===== config.mk =====
export PLATFORM = sky130hd
export DESIGN_NAME = lcd_message_writer_flat
export DESIGN_NICKNAME = d
export VERILOG_FILES = /design/src/rtl/lcd_pkg.sv /design/src/rtl/lcd_message_writer_if.sv /design/src/rtl/lcd_byte_writer.sv /design/src/rtl/lcd_message_writer.sv /design/src/flat_wrapper.sv
export SDC_FILE = /design/constraint.sdc
export NUM_CORES = 1
export LEC_CHECK = 0
export CAP_MARGIN = 30
export CORE_UTILIZATION = 60
export DETAILED_ROUTE_END_ITERATION = 8
export GPL_TIMING_DRIVEN = 0
export PLACE_DENSITY_LB_ADDON = 0.15
export SLEW_MARGIN = 0
export SYNTH_ARGS = -nofsm -noshare
export SYNTH_HDL_FRONTEND = slang
export SYNTH_SLANG_ARGS = --single-unit

===== constraint.sdc =====
create_clock -name Clk -period 3.7 [get_ports Clk]
set_input_delay 0.555 -clock Clk [delete_from_list [all_inputs] [get_ports Clk]]
set_output_delay 0.555 -clock Clk [all_outputs]
set_load 0.005 [all_outputs]

===== src/rtl/lcd_pkg.sv =====
// Shared constants, encodings and helpers for the character-LCD message writer.
// Covers the HD44780 command bytes, the message text and the BCD conversion step.
package lcd_pkg;

    localparam logic [7:0] CMD_FUNC_SET = 8'h38;
    localparam logic [7:0] CMD_DISP_ON  = 8'h0C;
    localparam logic [7:0] CMD_CLEAR    = 8'h01;
    localparam logic [7:0] CMD_ENTRY    = 8'h06;
    localparam logic [7:0] CMD_LINE0    = 8'h80;

    localparam logic [7:0] ASCII_SPACE = 8'h20;
    localparam logic [7:0] ASCII_ZERO  = 8'h30;

    // Full 16-char lines, leftmost character in the top byte.
    localparam logic [127:0] STR_WAIT  = "WAIT...         ";
    localparam logic [127:0] STR_CHEAT = "CHEATER!        ";
    localparam logic [127:0] STR_SLOW  = "TOO SLOW        ";
    localparam logic [127:0] STR_TIME  = "TIME:      MS   ";

    typedef enum logic [1:0] {MSG_TIME, MSG_WAIT, MSG_CHEAT, MSG_SLOW} msg_sel_t;

    typedef enum logic [2:0] {
        ST_PWRUP, ST_INIT, ST_IDLE, ST_CONV, ST_CLR, ST_ADDR, ST_CHARS
    } top_state_t;

    typedef enum logic [1:0] {BW_IDLE, BW_SETUP, BW_PULSE, BW_WAIT} bw_state_t;

    function automatic msg_sel_t select_msg(input logic cheat, input logic slow,
                                            input logic wait_sel);
        if (cheat)         return MSG_CHEAT;
        else if (slow)     return MSG_SLOW;
        else if (wait_sel) return MSG_WAIT;
        else               return MSG_TIME;
    endfunction

    function automatic logic [7:0] init_cmd(input logic [1:0] i);
        case (i)
            2'd0:    return CMD_FUNC_SET;
            2'd1:    return CMD_DISP_ON;
            2'd2:    return CMD_CLEAR;
            default: return CMD_ENTRY;
        endcase
    endfunction

    function automatic logic [7:0] str_char(input logic [127:0] s, input logic [3:0] i);
        return s[8 * (15 - int'(i)) +: 8];
    endfunction

    // Double-dabble add-3 stage applied before each left shift.
    function automatic logic [15:0] dabble_adjust(input logic [15:0] bcd);
        logic [15:0] r;
        r = bcd;
        for (int n = 0; n < 4; n++) begin
            if (bcd[4*n +: 4] >= 4'd5) r[4*n +: 4] = bcd[4*n +: 4] + 4'd3;
        end
        return r;
    endfunction

endpackage


===== src/rtl/lcd_message_writer_if.sv =====
// Request/acknowledge handshake between the reaction-timer FSM (master) and the LCD writer (slave).
interface lcd_message_writer_if;
    logic       LCDUpdate;
    logic       Wait;
    logic       Cheat;
    logic       Slow;
    logic [9:0] ReactionTime;
    logic       LCDAck;
    logic       Busy;

    modport master (output LCDUpdate, Wait, Cheat, Slow, ReactionTime,
                    input  LCDAck, Busy);
    modport slave  (input  LCDUpdate, Wait, Cheat, Slow, ReactionTime,
                    output LCDAck, Busy);
endinterface


===== src/rtl/lcd_byte_writer.sv =====
// Writes one byte to the LCD bus: one setup cycle, an E strobe, then the controller's
// execution wait (long wait for the clear command). Pulses done in the last wait cycle.
module lcd_byte_writer #(
    parameter int unsigned E_PULSE_CYC    = 12,
    parameter int unsigned CHAR_WAIT_CYC  = 2500,
    parameter int unsigned CLEAR_WAIT_CYC = 100000
) (
    input  logic       Clk,
    input  logic       Rst,
    input  logic       start,
    input  logic       rs,
    input  logic [7:0] data,
    output logic       done,
    output logic       LCD_E,
    output logic       LCD_RS,
    output logic [7:0] LCD_DB
);
    import lcd_pkg::*;

    localparam int unsigned MAX_WAIT = (CLEAR_WAIT_CYC > CHAR_WAIT_CYC) ? CLEAR_WAIT_CYC
                                                                        : CHAR_WAIT_CYC;
    localparam int unsigned MAX_CYC  = (MAX_WAIT > E_PULSE_CYC) ? MAX_WAIT : E_PULSE_CYC;
    localparam int unsigned CNT_W    = $clog2(MAX_CYC + 1);

    bw_state_t        state_q, state_d;
    logic [CNT_W-1:0] cnt_q, cnt_d;
    logic [CNT_W-1:0] wait_last;
    logic             load;

    assign wait_last = (!LCD_RS && LCD_DB == CMD_CLEAR) ? CNT_W'(CLEAR_WAIT_CYC - 1)
                                                        : CNT_W'(CHAR_WAIT_CYC - 1);

    // NOTE: every signal written here gets a default first, so no path can infer a latch.
    always_comb begin
        state_d = state_q;
        cnt_d   = cnt_q;
        done    = 1'b0;
        load    = 1'b0;
        case (state_q)
            BW_IDLE: if (start) begin
                state_d = BW_SETUP;
                load    = 1'b1;
            end
            BW_SETUP: begin
                state_d = BW_PULSE;
                cnt_d   = '0;
            end
            BW_PULSE: if (cnt_q == CNT_W'(E_PULSE_CYC - 1)) begin
                state_d = BW_WAIT;
                cnt_d   = '0;
            end else begin
                cnt_d = cnt_q + 1'b1;
            end
            BW_WAIT: if (cnt_q == wait_last) begin
                state_d = BW_IDLE;
                cnt_d   = '0;
                done    = 1'b1;
            end else begin
                cnt_d = cnt_q + 1'b1;
            end
            default: state_d = BW_IDLE;
        endcase
    end

    // NOTE: registers use non-blocking assignments so every flop samples pre-edge values.
    always_ff @(posedge Clk or posedge Rst) begin
        if (Rst) begin
            state_q <= BW_IDLE;
            cnt_q   <= '0;
            LCD_E   <= 1'b0;
            LCD_RS  <= 1'b0;
            LCD_DB  <= 8'h00;
        end else begin
            state_q <= state_d;
            cnt_q   <= cnt_d;
            LCD_E   <= (state_d == BW_PULSE);
            if (load) begin
                LCD_RS <= rs;
                LCD_DB <= data;
            end
        end
    end

endmodule


===== src/rtl/lcd_message_writer.sv =====
// Captures a message request, acknowledges it and writes one 16-char line to an HD44780 LCD,
// running the power-up init sequence after every reset.
module lcd_message_writer #(
    parameter int unsigned POWERUP_CYC    = 750000,
    parameter int unsigned E_PULSE_CYC    = 12,
    parameter int unsigned CHAR_WAIT_CYC  = 2500,
    parameter int unsigned CLEAR_WAIT_CYC = 100000
) (
    input  logic                 Clk,
    input  logic                 Rst,
    lcd_message_writer_if.slave  req,
    output logic                 LCD_RS,
    output logic                 LCD_RW,
    output logic                 LCD_E,
    output logic [7:0]           LCD_DB
);
    import lcd_pkg::*;

    localparam int unsigned PW = $clog2(POWERUP_CYC + 1);

    top_state_t    state_q, state_d;
    logic [3:0]    idx_q, idx_d;
    logic [PW-1:0] pwr_cnt_q, pwr_cnt_d;
    logic          issued_q, issued_d;
    logic          armed_q, armed_d;
    logic          ack_q;
    logic          capture, conv_step;
    msg_sel_t      sel_in, sel_q;
    logic [9:0]    bin_q;
    logic [15:0]   bcd_q, bcd_adj;
    logic          bw_start, bw_rs, bw_done;
    logic [7:0]    bw_data;

    assign sel_in     = select_msg(req.Cheat, req.Slow, req.Wait);
    assign bcd_adj    = dabble_adjust(bcd_q);
    assign req.LCDAck = ack_q;
    assign req.Busy   = (state_q != ST_IDLE);
    assign LCD_RW     = 1'b0;

    function automatic logic [7:0] time_char(input logic [3:0] i, input logic [15:0] bcd);
        case (i)
            4'd6:    return (bcd[15:12] == 4'd0) ? ASCII_SPACE : ASCII_ZERO + {4'h0, bcd[15:12]};
            4'd7:    return (bcd[15:8] == 8'd0)  ? ASCII_SPACE : ASCII_ZERO + {4'h0, bcd[11:8]};
            4'd8:    return (bcd[15:4] == 12'd0) ? ASCII_SPACE : ASCII_ZERO + {4'h0, bcd[7:4]};
            4'd9:    return ASCII_ZERO + {4'h0, bcd[3:0]};
            default: return str_char(STR_TIME, i);
        endcase
    endfunction

    always_comb begin
        bw_rs   = 1'b0;
        bw_data = CMD_CLEAR;
        case (state_q)
            ST_INIT: bw_data = init_cmd(idx_q[1:0]);
            ST_ADDR: bw_data = CMD_LINE0;
            ST_CHARS: begin
                bw_rs = 1'b1;
                case (sel_q)
                    MSG_WAIT:  bw_data = str_char(STR_WAIT, idx_q);
                    MSG_CHEAT: bw_data = str_char(STR_CHEAT, idx_q);
                    MSG_SLOW:  bw_data = str_char(STR_SLOW, idx_q);
                    default:   bw_data = time_char(idx_q, bcd_q);
                endcase
            end
            default: ;
        endcase
    end

    // Re-arm whenever LCDUpdate is seen low; a captured request disarms until then.
    always_comb begin
        state_d   = state_q;
        idx_d     = idx_q;
        pwr_cnt_d = pwr_cnt_q;
        issued_d  = issued_q;
        armed_d   = armed_q | ~req.LCDUpdate;
        bw_start  = 1'b0;
        capture   = 1'b0;
        conv_step = 1'b0;
        case (state_q)
            ST_PWRUP: if (pwr_cnt_q == PW'(POWERUP_CYC - 1)) begin
                state_d = ST_INIT;
                idx_d   = '0;
            end else begin
                pwr_cnt_d = pwr_cnt_q + 1'b1;
            end
            ST_IDLE: if (armed_q && req.LCDUpdate) begin
                capture = 1'b1;
                armed_d = 1'b0;
                idx_d   = '0;
                state_d = (sel_in == MSG_TIME) ? ST_CONV : ST_CLR;
            end
            ST_CONV: begin
                conv_step = 1'b1;
                if (idx_q == 4'd9) begin
                    state_d = ST_CLR;
                    idx_d   = '0;
                end else begin
                    idx_d = idx_q + 1'b1;
                end
            end
            ST_INIT, ST_CLR, ST_ADDR, ST_CHARS: begin
                bw_start = ~issued_q;
                issued_d = 1'b1;
                if (bw_done) begin
                    issued_d = 1'b0;
                    case (state_q)
                        ST_INIT:  if (idx_q == 4'd3) state_d = ST_IDLE;
                                  else idx_d = idx_q + 1'b1;
                        ST_CLR:   state_d = ST_ADDR;
                        ST_ADDR:  begin state_d = ST_CHARS; idx_d = '0; end
                        default:  if (idx_q == 4'd15) state_d = ST_IDLE;
                                  else idx_d = idx_q + 1'b1;
                    endcase
                end
            end
            default: state_d = ST_PWRUP;
        endcase
    end

    // NOTE: message/time capture registers are reset too, so an aborted write leaves nothing behind.
    always_ff @(posedge Clk or posedge Rst) begin
        if (Rst) begin
            state_q   <= ST_PWRUP;
            idx_q     <= '0;
            pwr_cnt_q <= '0;
            issued_q  <= 1'b0;
            armed_q   <= 1'b1;
            ack_q     <= 1'b0;
            sel_q     <= MSG_TIME;
            bin_q     <= '0;
            bcd_q     <= '0;
        end else begin
            state_q   <= state_d;
            idx_q     <= idx_d;
            pwr_cnt_q <= pwr_cnt_d;
            issued_q  <= issued_d;
            armed_q   <= armed_d;
            ack_q     <= capture;
            if (capture) begin
                sel_q <= sel_in;
                bin_q <= req.ReactionTime;
                bcd_q <= '0;
            end else if (conv_step) begin
                {bcd_q, bin_q} <= {bcd_adj[14:0], bin_q, 1'b0};
            end
        end
    end

    lcd_byte_writer #(
        .E_PULSE_CYC    (E_PULSE_CYC),
        .CHAR_WAIT_CYC  (CHAR_WAIT_CYC),
        .CLEAR_WAIT_CYC (CLEAR_WAIT_CYC)
    ) u_byte_writer (
        .Clk    (Clk),
        .Rst    (Rst),
        .start  (bw_start),
        .rs     (bw_rs),
        .data   (bw_data),
        .done   (bw_done),
        .LCD_E  (LCD_E),
        .LCD_RS (LCD_RS),
        .LCD_DB (LCD_DB)
    );

endmodule


===== src/flat_wrapper.sv =====
// flat-port wrapper written by rule: the top's interface ports become plain ports
module lcd_message_writer_flat import lcd_pkg::*;
#(
    parameter int unsigned POWERUP_CYC    = 750000,
    parameter int unsigned E_PULSE_CYC    = 12,
    parameter int unsigned CHAR_WAIT_CYC  = 2500,
    parameter int unsigned CLEAR_WAIT_CYC = 100000
)
  (Clk, Rst, LCD_RS, LCD_RW, LCD_E, LCD_DB, req_LCDUpdate, req_Wait, req_Cheat, req_Slow, req_ReactionTime, req_LCDAck, req_Busy);
  lcd_message_writer_if req_i ();
  input  logic Clk;
  input  logic Rst;
  output logic LCD_RS;
  output logic LCD_RW;
  output logic LCD_E;
  output logic [7:0] LCD_DB;
  input wire logic [$bits(req_i.LCDUpdate)-1:0] req_LCDUpdate;
  input wire logic [$bits(req_i.Wait)-1:0] req_Wait;
  input wire logic [$bits(req_i.Cheat)-1:0] req_Cheat;
  input wire logic [$bits(req_i.Slow)-1:0] req_Slow;
  input wire logic [$bits(req_i.ReactionTime)-1:0] req_ReactionTime;
  output wire logic [$bits(req_i.LCDAck)-1:0] req_LCDAck;
  output wire logic [$bits(req_i.Busy)-1:0] req_Busy;
  assign req_i.LCDUpdate = req_LCDUpdate;
  assign req_i.Wait = req_Wait;
  assign req_i.Cheat = req_Cheat;
  assign req_i.Slow = req_Slow;
  assign req_i.ReactionTime = req_ReactionTime;
  assign req_LCDAck = req_i.LCDAck;
  assign req_Busy = req_i.Busy;
  lcd_message_writer #(.POWERUP_CYC(POWERUP_CYC), .E_PULSE_CYC(E_PULSE_CYC), .CHAR_WAIT_CYC(CHAR_WAIT_CYC), .CLEAR_WAIT_CYC(CLEAR_WAIT_CYC)) u_core (.Clk(Clk), .Rst(Rst), .req(req_i), .LCD_RS(LCD_RS), .LCD_RW(LCD_RW), .LCD_E(LCD_E), .LCD_DB(LCD_DB));
endmodule

==> metrics.cfg <==
[logic_synthesis]
syn_area_um2 = 5389
yosysSeqAreaShare_pct = 40.42
netlist.area_leader.share_pct = 39.93
synth_edf_count = 0
synth_area_per_cell_um2 = 8.486
synth_top_cell_by_area = dfrtp_1
yosys_warnings = 0
synth-main-ff-cell = dfrtp_1
synth.most_common_cell = nand2_1
ys_ff_latch = 87
synth_nets = 673
synth.area.top_cells = dfrtp_1, nand2_1, ha_1
synthArstFlopShare_pct = 100.0
synth.distinct_cells = 66
netlist_top_cells_count = nand2_1, dfrtp_1, nor2_1, o21ai_0, a21oi_1
syn-instance-count = 635

[global_route]
grt_overflow_total = 0
grt_pass1_wl_um = 22560
antenna_found_initial = 0
grt_max_degree = 53
grtUsageTotal_pct = 29.37
grt_pass1_vias = 4656

[cts]
cts_buffers = 9
path_clk_slew_ps = 90
cts_tree = built
cts_resized = 0
h-tree-depth = 3
cts.sinks = 87
cts_setup_buffers = 0
insertion_delay_ps = 370
clock_path_buffers = 2
cts_hold_buf = 0
cts-root-buf = clkbuf_8

[layout]
postLayoutCellArea_um2 = 6055
nets = 712
drive_above_1_share_pct = 5.302
n_antenna_cell = 0
area_growth_pct = 12.35

[floorplan]
rows = 34
die_w_um = 96.77
die_area_um2 = 9364
initial_core_util_pct = 61.79
coreArea_um2 = 8721
die_y_um = 96.77
ioPinCount = 29

[critical_path]
cp_top_family = simple AND/OR/NAND/NOR gates
reg2regPathDepth = 8
crit_path_frequent_cell = nor2_1
crit_arrival_ps = 2850
cp.required_ps = 3950
r2r-end = u_core.u_byte_writer.LCD_DB[5]
cp-end-kind = register
crit_fanout = 11
critPathMaxStageDelay_ps = 580
cp-start-kind = register
cp_slowest_cell = dfrtp_1
rr_startpoint = u_core.idx_q[0]
cp_cell_sequence = inv_1 -> ha_1 -> clkbuf_1 -> nor2_1 -> nor2_1 -> nor2_1 -> a311oi_1 -> a221o_1
critPathKind = reg2reg
crit_buf_inv = 2
r2r_setup_slack_ps = 1100

[sta]
setup_viol = 0
slew_headroom_pct = 42.30
fin_crit_sh_pct = 70.37
whs_ps = 474.3
fmax_ghz = 0.3841
fin_skew_ps = 13.49
period_needed_ps = 2604
finalHoldViolations = 0
worst_slew_pin_slew_ps = 863.7
rsz0062_at_grt = false
finalMaxSlewViolations = 0

[power_and_ir_drop]
irDropWorstVdd_mv = 0.2022
power.leakage_nw = 2.612
powerDensity_nw_per_um2 = 292.2

[min_path]
whs_path_depth = 2
min_to = u_core.armed_q
min_path_type = reg2reg
min_from = u_core.armed_q

[detailed_routing]
avgRoutedWirePerCell_um = 16.86
wirelength_um = 13270
drc_errors = 0
drtIter0Drc = 547
drtAntennaViolNets = 0
vias = 4964
drtPass1Iterations = 5
vias_per_cell = 6.307

[placed_design]
gp_congestion = 0.9397
dp_hpwl_um = 9560
numPortBuffers = 27
detailed_place.area_um2 = 5824

[status]
status = completed

[run]
maxCapViolCount = 0

-- layout by cell type (no fill, tap or decap), types with 3 or more instances in the layout --
cell | netlist | final
and2_1 | 3 | 3
nor2_1 | 55 | 55
a31oi_1 | 9 | 9
nand3_1 | 22 | 22
nand3b_1 | 6 | 6
xnor2_1 | 18 | 18
nand2b_1 | 8 | 8
or3_1 | 7 | 7
o21ai_0 | 47 | 47
nor2b_1 | 6 | 6
clkbuf_8 | 0 | 10
and4_1 | 3 | 3
mux2i_1 | 5 | 5
nor3b_1 | 5 | 5
o22ai_1 | 14 | 14
buf_1 | 4 | 4
a311oi_1 | 3 | 3
nor4_1 | 4 | 4
dfrtp_1 | 86 | 86
o221ai_1 | 3 | 3
xor2_1 | 14 | 14
mux2_2 | 4 | 4
nand4_1 | 12 | 12
a22oi_1 | 12 | 12
ha_1 | 22 | 22
a221oi_1 | 5 | 5
and3_1 | 11 | 11
nor3_1 | 19 | 19
nand2_1 | 96 | 96
clkbuf_1 | 26 | 27
o31ai_1 | 7 | 7
a21o_1 | 3 | 3
or2_2 | 3 | 3
a21oi_1 | 34 | 34
inv_1 | 22 | 21
clkdlybuf4s50_1 | 0 | 27
-- power by group --
part	switching (mW)	internal [mW]
sequential	0	0.950
clock	0.370	0.408
combinational	0.0230	0.0185
-- state kept, by name (all words and copies together) (netlist names), 2 cells and up --
register                      flops
u_core.bin_q                     10
u_core.u_byte_writer.state_q      2
u_core.sel_q                      2
u_core.pwr_cnt_q                 20
u_core.u_byte_writer.cnt_q       17
u_core.idx_q                      4
u_core.bcd_q                     16
u_core.u_byte_writer.LCD_DB       8
u_core.state_q                    3
-- final cells by class --
class | instances | area, µm²
Tap cell | 108 | 135.1
Fill cell | 704 | 2666
Buffer | 32 | 125.1
Clock buffer | 11 | 141.4
Inverter | 22 | 85.08
Timing Repair Buffer | 28 | 297.8
Sequential cell | 87 | 2178
Clock inverter | 5 | 88.84
Multi-Input combinational cell | 494 | 3003
-- per-stage QoR --
| step | total power [mW] | cells | TNS [ps] | setup slack, ps | util [%] |
|---|---|---|---|---|---|
| after global routing | 1.824 | 787 | 0 | 907.5 | 69.43 |
| after global placement | 1.007 | 770 | -31270 | -366.6 | 66.44 |
| after CTS | 1.784 | 787 | 0 | 1160 | 69.43 |
| after detailed placement | 1.012 | 771 | 0 | 1169 | 66.79 |
| final | 1.769 | 787 | 0 | 1096 | 69.43 |
| after floorplan | 0.9854 | 635 | 0 | 896.5 | - |
-- logic make-up (layout without fill, tap and decap cells) --
| family | count (synthesis) | after routing | synth area share, % |
|---|---|---|---|
| other cells | 1 | 1 | 0.06959 |
| xor+xnor | 32 | 32 | 5.201 |
| mux | 10 | 10 | 2.043 |
| compound gates | 158 | 158 | 18.64 |
| simple gates | 271 | 271 | 24.66 |
| flops | 87 | 87 | 40.42 |
| fa+ha+maj | 22 | 22 | 5.108 |
| buf+inv | 54 | 98 | 3.854 |
-- layer usage --
| metal | wire length [µm] | part of all wire [%] | track usage, % | vias to the layer above |
|---|---|---|---|---|
| met5 | 0 | 0 | 0 | - |
| met4 | 165 | 1.2 | 8.037 | 0 |
| met3 | 912 | 6.9 | 4.913 | 19 |
| met2 | 6117 | 46 | 45.67 | 182 |
| met1 | 6072 | 46 | 42.63 | 2411 |
| li1 | - | - | - | 2352 |
-- tightest hold or removal path: stages, from the launching register on --
cell and delay (ps):
dfstp_2 380, nand2_1 50, nand2_1 50
-- how the worst max path moves through the flow --
stage                         start                        endpoint  depth (start not counted)
finish              u_core.idx_q[0]  u_core.u_byte_writer.LCD_DB[5]                          8
global route        u_core.idx_q[1]                 u_core.idx_q[3]                          8
CTS                 u_core.idx_q[1]                 u_core.idx_q[3]                          8
detailed placement  u_core.idx_q[1]                 u_core.idx_q[3]                          8
global placement                Rst                 u_core.bcd_q[5]                          2
floorplan                       Rst                 u_core.bcd_q[0]                          1
Power figures use the tool's default switching activity.
